## src/rtl/multicycle_control_unit_if.sv

```systemverilog
// Control-unit bundle: IR opcode, memory/IO handshakes and all datapath strobes.
// master is the control unit; slave is the datapath/environment side.
interface multicycle_control_unit_if #(
   parameter int OPCODE_W = 6,
   parameter int ALUOP_W  = 3
);
   logic [OPCODE_W-1:0] opcode;
   logic                imem_ready;
   logic                dmem_ready;
   logic                input_valid;
   logic                output_ack;
   logic                resume;

   logic                ir_write;
   logic                instr_fetch;
   logic                pc_write;
   logic [1:0]          RegisterDST;
   logic [1:0]          Jump;
   logic [1:0]          memtoReg;
   logic                Branch;
   logic                ALUSrc;
   logic                regWrite;
   logic                memWrite;
   logic                memRead;
   logic [ALUOP_W-1:0]  Alu_op;
   logic                halt;
   logic                output_flag;
   logic                input_flag;
   logic                illegal;
   logic [2:0]          state;

   modport master (
      input  opcode, imem_ready, dmem_ready, input_valid, output_ack, resume,
      output ir_write, instr_fetch, pc_write, RegisterDST, Jump, memtoReg,
             Branch, ALUSrc, regWrite, memWrite, memRead, Alu_op,
             halt, output_flag, input_flag, illegal, state
   );

   modport slave (
      output opcode, imem_ready, dmem_ready, input_valid, output_ack, resume,
      input  ir_write, instr_fetch, pc_write, RegisterDST, Jump, memtoReg,
             Branch, ALUSrc, regWrite, memWrite, memRead, Alu_op,
             halt, output_flag, input_flag, illegal, state
   );
endinterface

```

## src/rtl/multicycle_control_unit.sv

```systemverilog
// Multi-cycle instruction sequencer driving the shared datapath one state at a time.
//
// state    | meaning
// FETCH    | read IMEM into IR, bump PC when imem_ready
// DECODE   | capture opcode, dispatch
// EXEC     | ALU op, branch/jump resolution
// MEM      | data memory access, wait for dmem_ready
// WB       | register file write
// IN_WAIT  | wait for input_valid, write input word
// OUT_WAIT | wait for output_ack
// HALTED   | sticky halt until resume
module multicycle_control_unit #(
   parameter int OPCODE_W = 6,
   parameter int ALUOP_W  = 3
) (
   input logic                      clock,
   input logic                      reset,
   multicycle_control_unit_if.master bus
);

   typedef enum logic [2:0] {
      FETCH    = 3'd0,
      DECODE   = 3'd1,
      EXEC     = 3'd2,
      MEM      = 3'd3,
      WB       = 3'd4,
      IN_WAIT  = 3'd5,
      OUT_WAIT = 3'd6,
      HALTED   = 3'd7
   } state_t;

   localparam logic [OPCODE_W-1:0] OP_R    = OPCODE_W'(0);
   localparam logic [OPCODE_W-1:0] OP_LW   = OPCODE_W'(1);
   localparam logic [OPCODE_W-1:0] OP_SW   = OPCODE_W'(2);
   localparam logic [OPCODE_W-1:0] OP_ADDI = OPCODE_W'(3);
   localparam logic [OPCODE_W-1:0] OP_SUBI = OPCODE_W'(4);
   localparam logic [OPCODE_W-1:0] OP_BEQ  = OPCODE_W'(5);
   localparam logic [OPCODE_W-1:0] OP_J    = OPCODE_W'(9);
   localparam logic [OPCODE_W-1:0] OP_JR   = OPCODE_W'(10);
   localparam logic [OPCODE_W-1:0] OP_JAL  = OPCODE_W'(11);
   localparam logic [OPCODE_W-1:0] OP_IN   = OPCODE_W'(12);
   localparam logic [OPCODE_W-1:0] OP_OUT  = OPCODE_W'(13);
   localparam logic [OPCODE_W-1:0] OP_HALT = '1;

   state_t              state;
   logic [OPCODE_W-1:0] op_q;
   logic [OPCODE_W-1:0] sel_op;

   function automatic logic op_legal(input logic [OPCODE_W-1:0] op);
      case (op)
         OP_R, OP_LW, OP_SW, OP_ADDI, OP_SUBI, OP_BEQ,
         OP_J, OP_JR, OP_JAL, OP_IN, OP_OUT, OP_HALT: return 1'b1;
         default:                                     return 1'b0;
      endcase
   endfunction

   always_ff @(posedge clock or negedge reset) begin
      if (!reset) begin
         state <= FETCH;
         op_q  <= '0;
      end else begin
         case (state)
            FETCH:    if (bus.imem_ready) state <= DECODE;
            DECODE: begin
               op_q <= bus.opcode;
               case (bus.opcode)
                  OP_HALT: state <= HALTED;
                  OP_IN:   state <= IN_WAIT;
                  OP_OUT:  state <= OUT_WAIT;
                  default: state <= op_legal(bus.opcode) ? EXEC : FETCH;
               endcase
            end
            EXEC: begin
               case (op_q)
                  OP_R, OP_ADDI, OP_SUBI: state <= WB;
                  OP_LW, OP_SW:           state <= MEM;
                  default:                state <= FETCH;
               endcase
            end
            MEM:      if (bus.dmem_ready) state <= (op_q == OP_LW) ? WB : FETCH;
            WB:       state <= FETCH;
            IN_WAIT:  if (bus.input_valid) state <= FETCH;
            OUT_WAIT: if (bus.output_ack) state <= FETCH;
            HALTED:   if (bus.resume) state <= FETCH;
            default:  state <= FETCH;
         endcase
      end
   end

   // DECODE shows the live opcode; later states hold the captured copy.
   assign sel_op    = (state == DECODE) ? bus.opcode : op_q;
   assign bus.state = state;

   // Gated by reset so that nothing is asserted while reset is held low.
   always_comb begin
      bus.ir_write    = 1'b0;
      bus.instr_fetch = 1'b0;
      bus.pc_write    = 1'b0;
      bus.RegisterDST = 2'd0;
      bus.Jump        = 2'd0;
      bus.memtoReg    = 2'd0;
      bus.Branch      = 1'b0;
      bus.ALUSrc      = 1'b0;
      bus.regWrite    = 1'b0;
      bus.memWrite    = 1'b0;
      bus.memRead     = 1'b0;
      bus.Alu_op      = '0;
      bus.halt        = 1'b0;
      bus.output_flag = 1'b0;
      bus.input_flag  = 1'b0;
      bus.illegal     = 1'b0;
      if (reset) begin
         if (state != FETCH && state != HALTED) begin
            case (sel_op)
               OP_R: begin
                  bus.RegisterDST = 2'd1;
                  bus.Alu_op      = ALUOP_W'(4);
               end
               OP_LW: begin
                  bus.memtoReg = 2'd1;
                  bus.ALUSrc   = 1'b1;
               end
               OP_SW, OP_ADDI: bus.ALUSrc = 1'b1;
               OP_SUBI: begin
                  bus.ALUSrc = 1'b1;
                  bus.Alu_op = ALUOP_W'(1);
               end
               OP_BEQ: bus.Alu_op = ALUOP_W'(3);
               OP_JR:  bus.RegisterDST = 2'd2;
               OP_JAL: begin
                  bus.RegisterDST = 2'd2;
                  bus.memtoReg    = 2'd2;
               end
               OP_IN: begin
                  bus.RegisterDST = 2'd3;
                  bus.memtoReg    = 2'd3;
               end
               default: ;
            endcase
         end
         case (state)
            FETCH: begin
               bus.ir_write    = 1'b1;
               bus.instr_fetch = 1'b1;
               bus.pc_write    = bus.imem_ready;
            end
            DECODE: bus.illegal = !op_legal(bus.opcode);
            EXEC: begin
               case (op_q)
                  OP_BEQ: bus.Branch = 1'b1;
                  OP_J: begin
                     bus.Jump     = 2'd1;
                     bus.pc_write = 1'b1;
                  end
                  OP_JR: begin
                     bus.Jump     = 2'd2;
                     bus.pc_write = 1'b1;
                  end
                  OP_JAL: begin
                     bus.Jump     = 2'd1;
                     bus.pc_write = 1'b1;
                     bus.regWrite = 1'b1;
                  end
                  default: ;
               endcase
            end
            MEM: begin
               bus.memRead  = (op_q == OP_LW);
               bus.memWrite = (op_q == OP_SW);
            end
            WB: bus.regWrite = 1'b1;
            IN_WAIT: begin
               bus.input_flag = 1'b1;
               bus.regWrite   = bus.input_valid;
            end
            OUT_WAIT: bus.output_flag = 1'b1;
            HALTED:   bus.halt = 1'b1;
            default: ;
         endcase
      end
   end

endmodule

```

## src/flat_wrapper.sv

```systemverilog
// flat-port wrapper written by rule: the top's interface ports become plain ports
module multicycle_control_unit_flat 
#(
   parameter int OPCODE_W = 6,
   parameter int ALUOP_W  = 3
)
  (clock, reset, bus_opcode, bus_imem_ready, bus_dmem_ready, bus_input_valid, bus_output_ack, bus_resume, bus_ir_write, bus_instr_fetch, bus_pc_write, bus_RegisterDST, bus_Jump, bus_memtoReg, bus_Branch, bus_ALUSrc, bus_regWrite, bus_memWrite, bus_memRead, bus_Alu_op, bus_halt, bus_output_flag, bus_input_flag, bus_illegal, bus_state);
  multicycle_control_unit_if #(.OPCODE_W(OPCODE_W), .ALUOP_W(ALUOP_W)) bus_i ();
  input logic clock;
  input logic reset;
  input wire logic [$bits(bus_i.opcode)-1:0] bus_opcode;
  input wire logic [$bits(bus_i.imem_ready)-1:0] bus_imem_ready;
  input wire logic [$bits(bus_i.dmem_ready)-1:0] bus_dmem_ready;
  input wire logic [$bits(bus_i.input_valid)-1:0] bus_input_valid;
  input wire logic [$bits(bus_i.output_ack)-1:0] bus_output_ack;
  input wire logic [$bits(bus_i.resume)-1:0] bus_resume;
  output wire logic [$bits(bus_i.ir_write)-1:0] bus_ir_write;
  output wire logic [$bits(bus_i.instr_fetch)-1:0] bus_instr_fetch;
  output wire logic [$bits(bus_i.pc_write)-1:0] bus_pc_write;
  output wire logic [$bits(bus_i.RegisterDST)-1:0] bus_RegisterDST;
  output wire logic [$bits(bus_i.Jump)-1:0] bus_Jump;
  output wire logic [$bits(bus_i.memtoReg)-1:0] bus_memtoReg;
  output wire logic [$bits(bus_i.Branch)-1:0] bus_Branch;
  output wire logic [$bits(bus_i.ALUSrc)-1:0] bus_ALUSrc;
  output wire logic [$bits(bus_i.regWrite)-1:0] bus_regWrite;
  output wire logic [$bits(bus_i.memWrite)-1:0] bus_memWrite;
  output wire logic [$bits(bus_i.memRead)-1:0] bus_memRead;
  output wire logic [$bits(bus_i.Alu_op)-1:0] bus_Alu_op;
  output wire logic [$bits(bus_i.halt)-1:0] bus_halt;
  output wire logic [$bits(bus_i.output_flag)-1:0] bus_output_flag;
  output wire logic [$bits(bus_i.input_flag)-1:0] bus_input_flag;
  output wire logic [$bits(bus_i.illegal)-1:0] bus_illegal;
  output wire logic [$bits(bus_i.state)-1:0] bus_state;
  assign bus_i.opcode = bus_opcode;
  assign bus_i.imem_ready = bus_imem_ready;
  assign bus_i.dmem_ready = bus_dmem_ready;
  assign bus_i.input_valid = bus_input_valid;
  assign bus_i.output_ack = bus_output_ack;
  assign bus_i.resume = bus_resume;
  assign bus_ir_write = bus_i.ir_write;
  assign bus_instr_fetch = bus_i.instr_fetch;
  assign bus_pc_write = bus_i.pc_write;
  assign bus_RegisterDST = bus_i.RegisterDST;
  assign bus_Jump = bus_i.Jump;
  assign bus_memtoReg = bus_i.memtoReg;
  assign bus_Branch = bus_i.Branch;
  assign bus_ALUSrc = bus_i.ALUSrc;
  assign bus_regWrite = bus_i.regWrite;
  assign bus_memWrite = bus_i.memWrite;
  assign bus_memRead = bus_i.memRead;
  assign bus_Alu_op = bus_i.Alu_op;
  assign bus_halt = bus_i.halt;
  assign bus_output_flag = bus_i.output_flag;
  assign bus_input_flag = bus_i.input_flag;
  assign bus_illegal = bus_i.illegal;
  assign bus_state = bus_i.state;
  multicycle_control_unit #(.OPCODE_W(OPCODE_W), .ALUOP_W(ALUOP_W)) u_core (.clock(clock), .reset(reset), .bus(bus_i));
endmodule
```

## config.mk

```make
export PLATFORM = sky130hd
export DESIGN_NAME = multicycle_control_unit_flat
export DESIGN_NICKNAME = d
export VERILOG_FILES = /design/src/rtl/multicycle_control_unit_if.sv /design/src/rtl/multicycle_control_unit.sv /design/src/flat_wrapper.sv
export SDC_FILE = /design/constraint.sdc
export NUM_CORES = 1
export LEC_CHECK = 0
export ABC_CLOCK_PERIOD_IN_PS = 5800
export BUFFER_PORTS_ARGS = -buffer_cell sky130_fd_sc_hd__buf_2
export CORE_MARGIN = 2
export CORE_UTILIZATION = 52
export CTS_CLUSTER_SIZE = 14
export DETAILED_ROUTE_END_ITERATION = 8
export PLACE_DENSITY = 0.84
export SYNTH_ARGS = -nofsm -noshare
export SYNTH_HDL_FRONTEND = slang
export SYNTH_SLANG_ARGS = --single-unit
```

## constraint.sdc

```tcl
create_clock -name clock -period 5.8 [get_ports clock]
set_input_delay 1.16 -clock clock [delete_from_list [all_inputs] [get_ports clock]]
set_output_delay 1.16 -clock clock [all_outputs]
set_load 0.005 [all_outputs]
```

* After elaboration in Yosys (flattened, before gate mapping)
Index checks and enable logic that the tools add are counted.
** Word-level totals
- Register bits :: 9
- Bits of input ports :: 13
** Operators by class
- Equality and inequality tests :: 40
- Multiplexer cells :: 54
- Reductions and logical operators :: 16
** Operators by type and width (count)
- == test 6 x 4 -> 1 bit, second input constant :: 11
- == test 6 x 2 -> 1 bit, second input constant :: 6
- == test 6 x 3 -> 1 bit, second input constant :: 6
- 2-to-1 mux 1 bit :: 29
- 2-to-1 mux 3 bit :: 8
- case mux 3 bit (8 select lines) :: 1
- == test 6 x 1 -> 1 bit, second input constant :: 3
- zero test 6 bit :: 3
- case mux 3 bit (3 select lines) :: 2
- 2-to-1 mux 2 bit :: 7
- == test 3 bit, second input constant :: 4
- case mux 2 bit (3 select lines) :: 2
- OR reduction 12 bit :: 1
- != test 2 bit, second input constant :: 5
- OR reduction 3 bit :: 3
- == test 3 x 2 -> 1 bit, second input constant :: 2
- == test 6 bit, second input constant :: 1
- 2-to-1 mux 6 bit :: 1
- case mux 3 bit (2 select lines) :: 1
- OR reduction 2 bit :: 3
- AND reduction 5 bit :: 1
- case mux 2 bit (2 select lines) :: 1
- OR reduction 4 bit :: 1
- == test 3 x 1 -> 1 bit, second input constant :: 1
- other kinds (7) :: 7

* Logic depth before layout (Yosys ltp)
- Depth in word-level cells :: 8
- Mapped depth :: 5
- Depth with buffers taken out :: 5

* Worst setup path after synthesis
No wires, ideal clock.
- Path type :: input-to-output
- Start point :: in bus_opcode[5]
- End point :: out bus_memtoReg[0]
- Arrival time :: 2.226 ns
- Stages on the path :: 5
- Path slack :: 2.414 ns
- Path through :: clkbuf_1 nor4_1 mux2i_1 or3b_1 a21oi_1
** Between the ends
- Longest elaborated chain between the ends :: 5
- Elaborated cells on any way between the ends :: 7
** RTL lines
- start, declared :: line flat_wrapper.sv:11 : input wire logic [$bits(bus_i.opcode)-1:0] bus_opcode;
- 2-to-1 mux 6 bit *
- == test 6 x 4 -> 1 bit or == test 6 x 1 -> 1 bit (tied branches) :: line multicycle_control_unit.sv:114 : case (sel_op)
- case mux 2 bit (3 select lines) * :: line multicycle_control_unit.sv:114
- 2-to-1 mux 2 bit * :: line multicycle_control_unit.sv:113 : if (state != FETCH && state != HALTED) begin
- 2-to-1 mux 2 bit * :: line multicycle_control_unit.sv:112 : if (reset) begin
- end, declared :: line flat_wrapper.sv:22 : output wire logic [$bits(bus_i.memtoReg)-1:0] bus_memtoReg;
Mark *: on every way between the ends. The rest lies on a longest branch, timed or not.

* Final worst setup path
- Start point :: reg u_core.state[0] (netlist: u_core.bus.state[0])
- End point :: out bus_memtoReg[0]
** Between the ends
- Longest elaborated chain between the ends :: 6
- Elaborated cells on any way between the ends :: 11
** RTL lines
- start, declared :: line multicycle_control_unit.sv:45 : state_t state;
- start signal, assigned :: line multicycle_control_unit.sv:70 : default: state <= op_legal(bus.opcode) ? EXEC : FETCH;
- start signal, assigned :: line multicycle_control_unit.sv:80 : MEM: if (bus.dmem_ready) state <= (op_q == OP_LW) ? WB : FETCH;
- == test 3 x 1 -> 1 bit * :: line multicycle_control_unit.sv:91 : assign sel_op = (state == DECODE) ? bus.opcode : op_q;
- 2-to-1 mux 6 bit *
- net u_core.sel_op[1] :: line multicycle_control_unit.sv:47 : logic [OPCODE_W-1:0] sel_op;
- == test 6 x 4 -> 1 bit or == test 6 x 1 -> 1 bit (tied branches) :: line multicycle_control_unit.sv:114
- case mux 2 bit (3 select lines) * :: line multicycle_control_unit.sv:114
- 2-to-1 mux 2 bit * :: line multicycle_control_unit.sv:113
- 2-to-1 mux 2 bit * :: line multicycle_control_unit.sv:112
The timed path passes the listed nets; every way through them passes the cells marked *.

==> flow_summary.yaml <==
outcome:
  status: "completed"
layout:
  drive_gt1_share_pct: 31.5
  fin_nets: 163
  area_growth_pct: 19.0
  final_area_mm2: 0.00116
  multi_input_area_um2: 676
  regArea_um2: 225
  fill_cells: 150
  antenna_cells: 0
sta:
  rsz0062_at_grt: "false"
  worstMarginPinSlew_ns: 0.679
  post-route-min-period_ns: 3.94
  setup_tns_ns: 0
  setup_viol: 0
  timing.final.crit_share_pct: 68.0
  worst_slack_ns: 1.86
  slew_viol_final: 0
  finalHoldViolCount: 0
  hold-worst-slack_ns: 0.571
  timing.fmax_mhz: 254
  fin_skew_ns: 0.0103
  slew-limit-headroom_pct: 54.7
setup_path:
  critPathSlowestCell: "dfrtp_1"
  startpoint_type: "register"
  end_kind: "primary output"
  critical_path_class: "reg2out"
  critPathMaxFanout: 22
  worstReg2RegStart: "u_core.bus.state[0]"
  crit_required_ns: 4.64
  cp_slowest_stage_delay_ns: 0.71
  r2r_setup_slack_ns: 3.74
  regToRegEndpoint: "u_core.op_q[2]"
  crit_chain: "nor3b_4 > mux2_2 > or3b_1 > a21oi_1 > buf_2"
  reg2regPathDepth: 3
  worstPathArrival_ns: 2.78
placed_design:
  gp_congestion: 0.813
  hpwl_um: 1900
  post_dp_cell_area_mm2: 0.00113
  port_buffers: 36
  pre_cts_ws_ns: 2.16
route:
  vias: 1076
  wl_per_cell_um: 14.9
  drtIter0Drc: 17
  ant_nets: 0
  dr.pass1.iters: 4
  viasPerCell: 6.18
  wirelength_um: 2580
  drc: 0
pwr:
  clkPwrFrac_pct: 10.8
  peakVddDrop_uv: 259
  internal_power_uw: 259
  p_seq_share_pct: 34.1
  netSwitchingPower_uw: 244
  switching_share_pct: 48.5
  combPwrFrac_pct: 55.0
  cellPowerDensity_mw_per_mm2: 435
  p_leak_uw: 0.000531
worst_hold_path:
  min_to: "u_core.op_q[4]"
  min_path_type: "reg2reg"
  min_from: "u_core.op_q[4]"
  holdPathStages: 1
job:
  drv_cap: 0
floorplanning:
  core_area_mm2: 0.00175
  placement_rows: 15
  initial_core_util_pct: 55.7
  ioPinCount: 37
  die_area_mm2: 0.00223
  die_x_um: 47.2
  die_h_um: 47.2
grt:
  grt_pass1_vias: 877
  grt_usage_pct: 24.8
  grt_pass1_wl_um: 3860
  grt_max_degree: 23
  antenna_found_initial: 0
  grt_overflow: 0
clock_tree:
  root_buffer: "clkbuf_4"
  cts.sink_count: 9
  cts_hold_buf: 0
  numCtsBuffers: 3
  post-cts-setup-buffer-count: 0
  clk_pin_slew_ns: 0.06
  clock_latency_ns: 0.28
  htree_num_levels: 1
  cts_buffer_depth: 2
  tritoncts: "built"
  ctsResizeCount: 0
synthesis:
  syn_inst: 120
  synthArstFlopShare_pct: 100
  synth_ff_type: "dfrtp_1"
  syn-cell-area_um2: 972
  synth_area_per_cell_um2: 8.10
  synth_edf_count: 0
  ys_types: 48
  ys_ff_latch: 9
  yosys_warnings: 0
  synth_seq_area_share_pct: 23.2
  synth_fp_nets: 133
[state kept, by name, indices dropped and copies added, names as in the netlist]
name and count:
u_core.op_q 6, u_core.bus.state 3
[cells in the final DEF (no fill, tap or decap), types with 2 or more instances in the layout]
cell type,Yosys,routed
a211oi_1,2,2
a21oi_1,4,4
and3_1,3,3
and3b_1,2,2
buf_2,3,36
clkbuf_4,0,3
dfrtp_1,9,9
inv_1,3,3
inv_2,2,2
mux2_1,4,4
mux2_2,2,2
mux2i_1,3,3
nand2_1,10,10
nand2b_1,3,3
nand3_1,3,3
nor2_1,7,7
nor2b_1,5,5
nor3_1,6,6
nor3b_1,2,2
nor4_1,2,2
nor4b_1,2,2
o2111ai_1,2,2
o21ai_0,3,3
o32ai_1,4,4
or3_1,3,3
or3b_1,3,3
[final cells by class]
class | instances | share of cell area [%]
multi-input combinational | 95 | 58.4
sequential | 9 | 19.5
timing repair buffer | 36 | 15.6
inverter | 5 | 1.62
clock buffer | 4 | 2.27
tap | 25 | 2.70
[power groups by stage]
stage | registers [µW] | clock network [µW] | logic, µW
2_1_floorplan | 119 | 0 | 262
3_3_place_gp | 166 | 0 | 265
3_5_place_dp | 170 | 0 | 272
4_1_cts | 169 | 55.3 | 274
5_1_grt | 177 | 58.8 | 299
6_report | 172 | 54.6 | 277
[metal layers]
metal	GRT usage, %	wire (µm)
met3	6.15	186
met4	9.44	32
met2	43.0	1280
met5	0	0
met1	29.3	1090
[how the worst max path moves through the flow]
| stage | startpoint | endpoint | slack, ns |
|---|---|---|---|
| final | u_core.bus.state[0] | bus_memtoReg[0] | 1.86 |
| after floorplan | bus_opcode[5] | bus_memtoReg[0] | 2.41 |
| after CTS | u_core.bus.state[0] | bus_memtoReg[0] | 1.89 |
| after global routing | u_core.bus.state[0] | bus_memtoReg[0] | 1.76 |
| after detailed placement | reset | bus_RegisterDST[0] | 2.16 |
| after global placement | bus_opcode[1] | bus_ALUSrc | 2.18 |
[cells by family after synthesis]
logic type                share of synthesized area [%]
AOI/OAI and AO/OA                                  18.0
xor gates and xnor gates                          0.901
DFF                                                23.2
buffers and inverters                              7.34
muxes                                              11.6
and+or+nand+nor                                    39.0
[critical path, delay by kind of cell (launching register included)]
kind	cells	cell delay, ns
compound gates	1	0.17
buf+inv	1	0.13
flops	1	0.71
mux	1	0.45
simple gates	2	1.05
[Yosys cell counts, types with 2 or more instances]
master     count  area share [%]
nand2b_1       3             1.9
o2111ai_1      2             1.8
inv_1          3             1.2
inv_2          2            0.77
clkbuf_1       5             1.9
or3_1          3             1.9
dfrtp_1        9              23
a211oi_1       2             1.5
nor3b_1        2             1.5
o32ai_1        4             3.6
o21ai_0        3             1.5
and3b_1        2             1.8
a21oi_1        4             2.1
nor3_1         6             3.1
and3_1         3             1.9
nand2_1       10             3.9
mux2i_1        3             3.1
buf_2          3             1.5
buf_4          2             1.5
or3b_1         3             2.7
nor4_1         2             1.3
nor2b_1        5             3.2
nor4b_1        2             1.8
mux2_2         2             2.3
nand3_1        3             1.5
nor2_1         7             2.7
mux2_1         4             4.6
[metrics by stage]
| stage | total power (µW) | cells | utilization, % |
|---|---|---|---|
| floorplan | 381 | 120 | - |
| global placement | 431 | 170 | 64.8 |
| detailed placement | 442 | 170 | 64.8 |
| CTS | 498 | 174 | 66.3 |
| global route | 535 | 174 | 66.3 |
| finish | 503 | 174 | 66.3 |
Note: power is estimated with default switching activity, not from simulation.
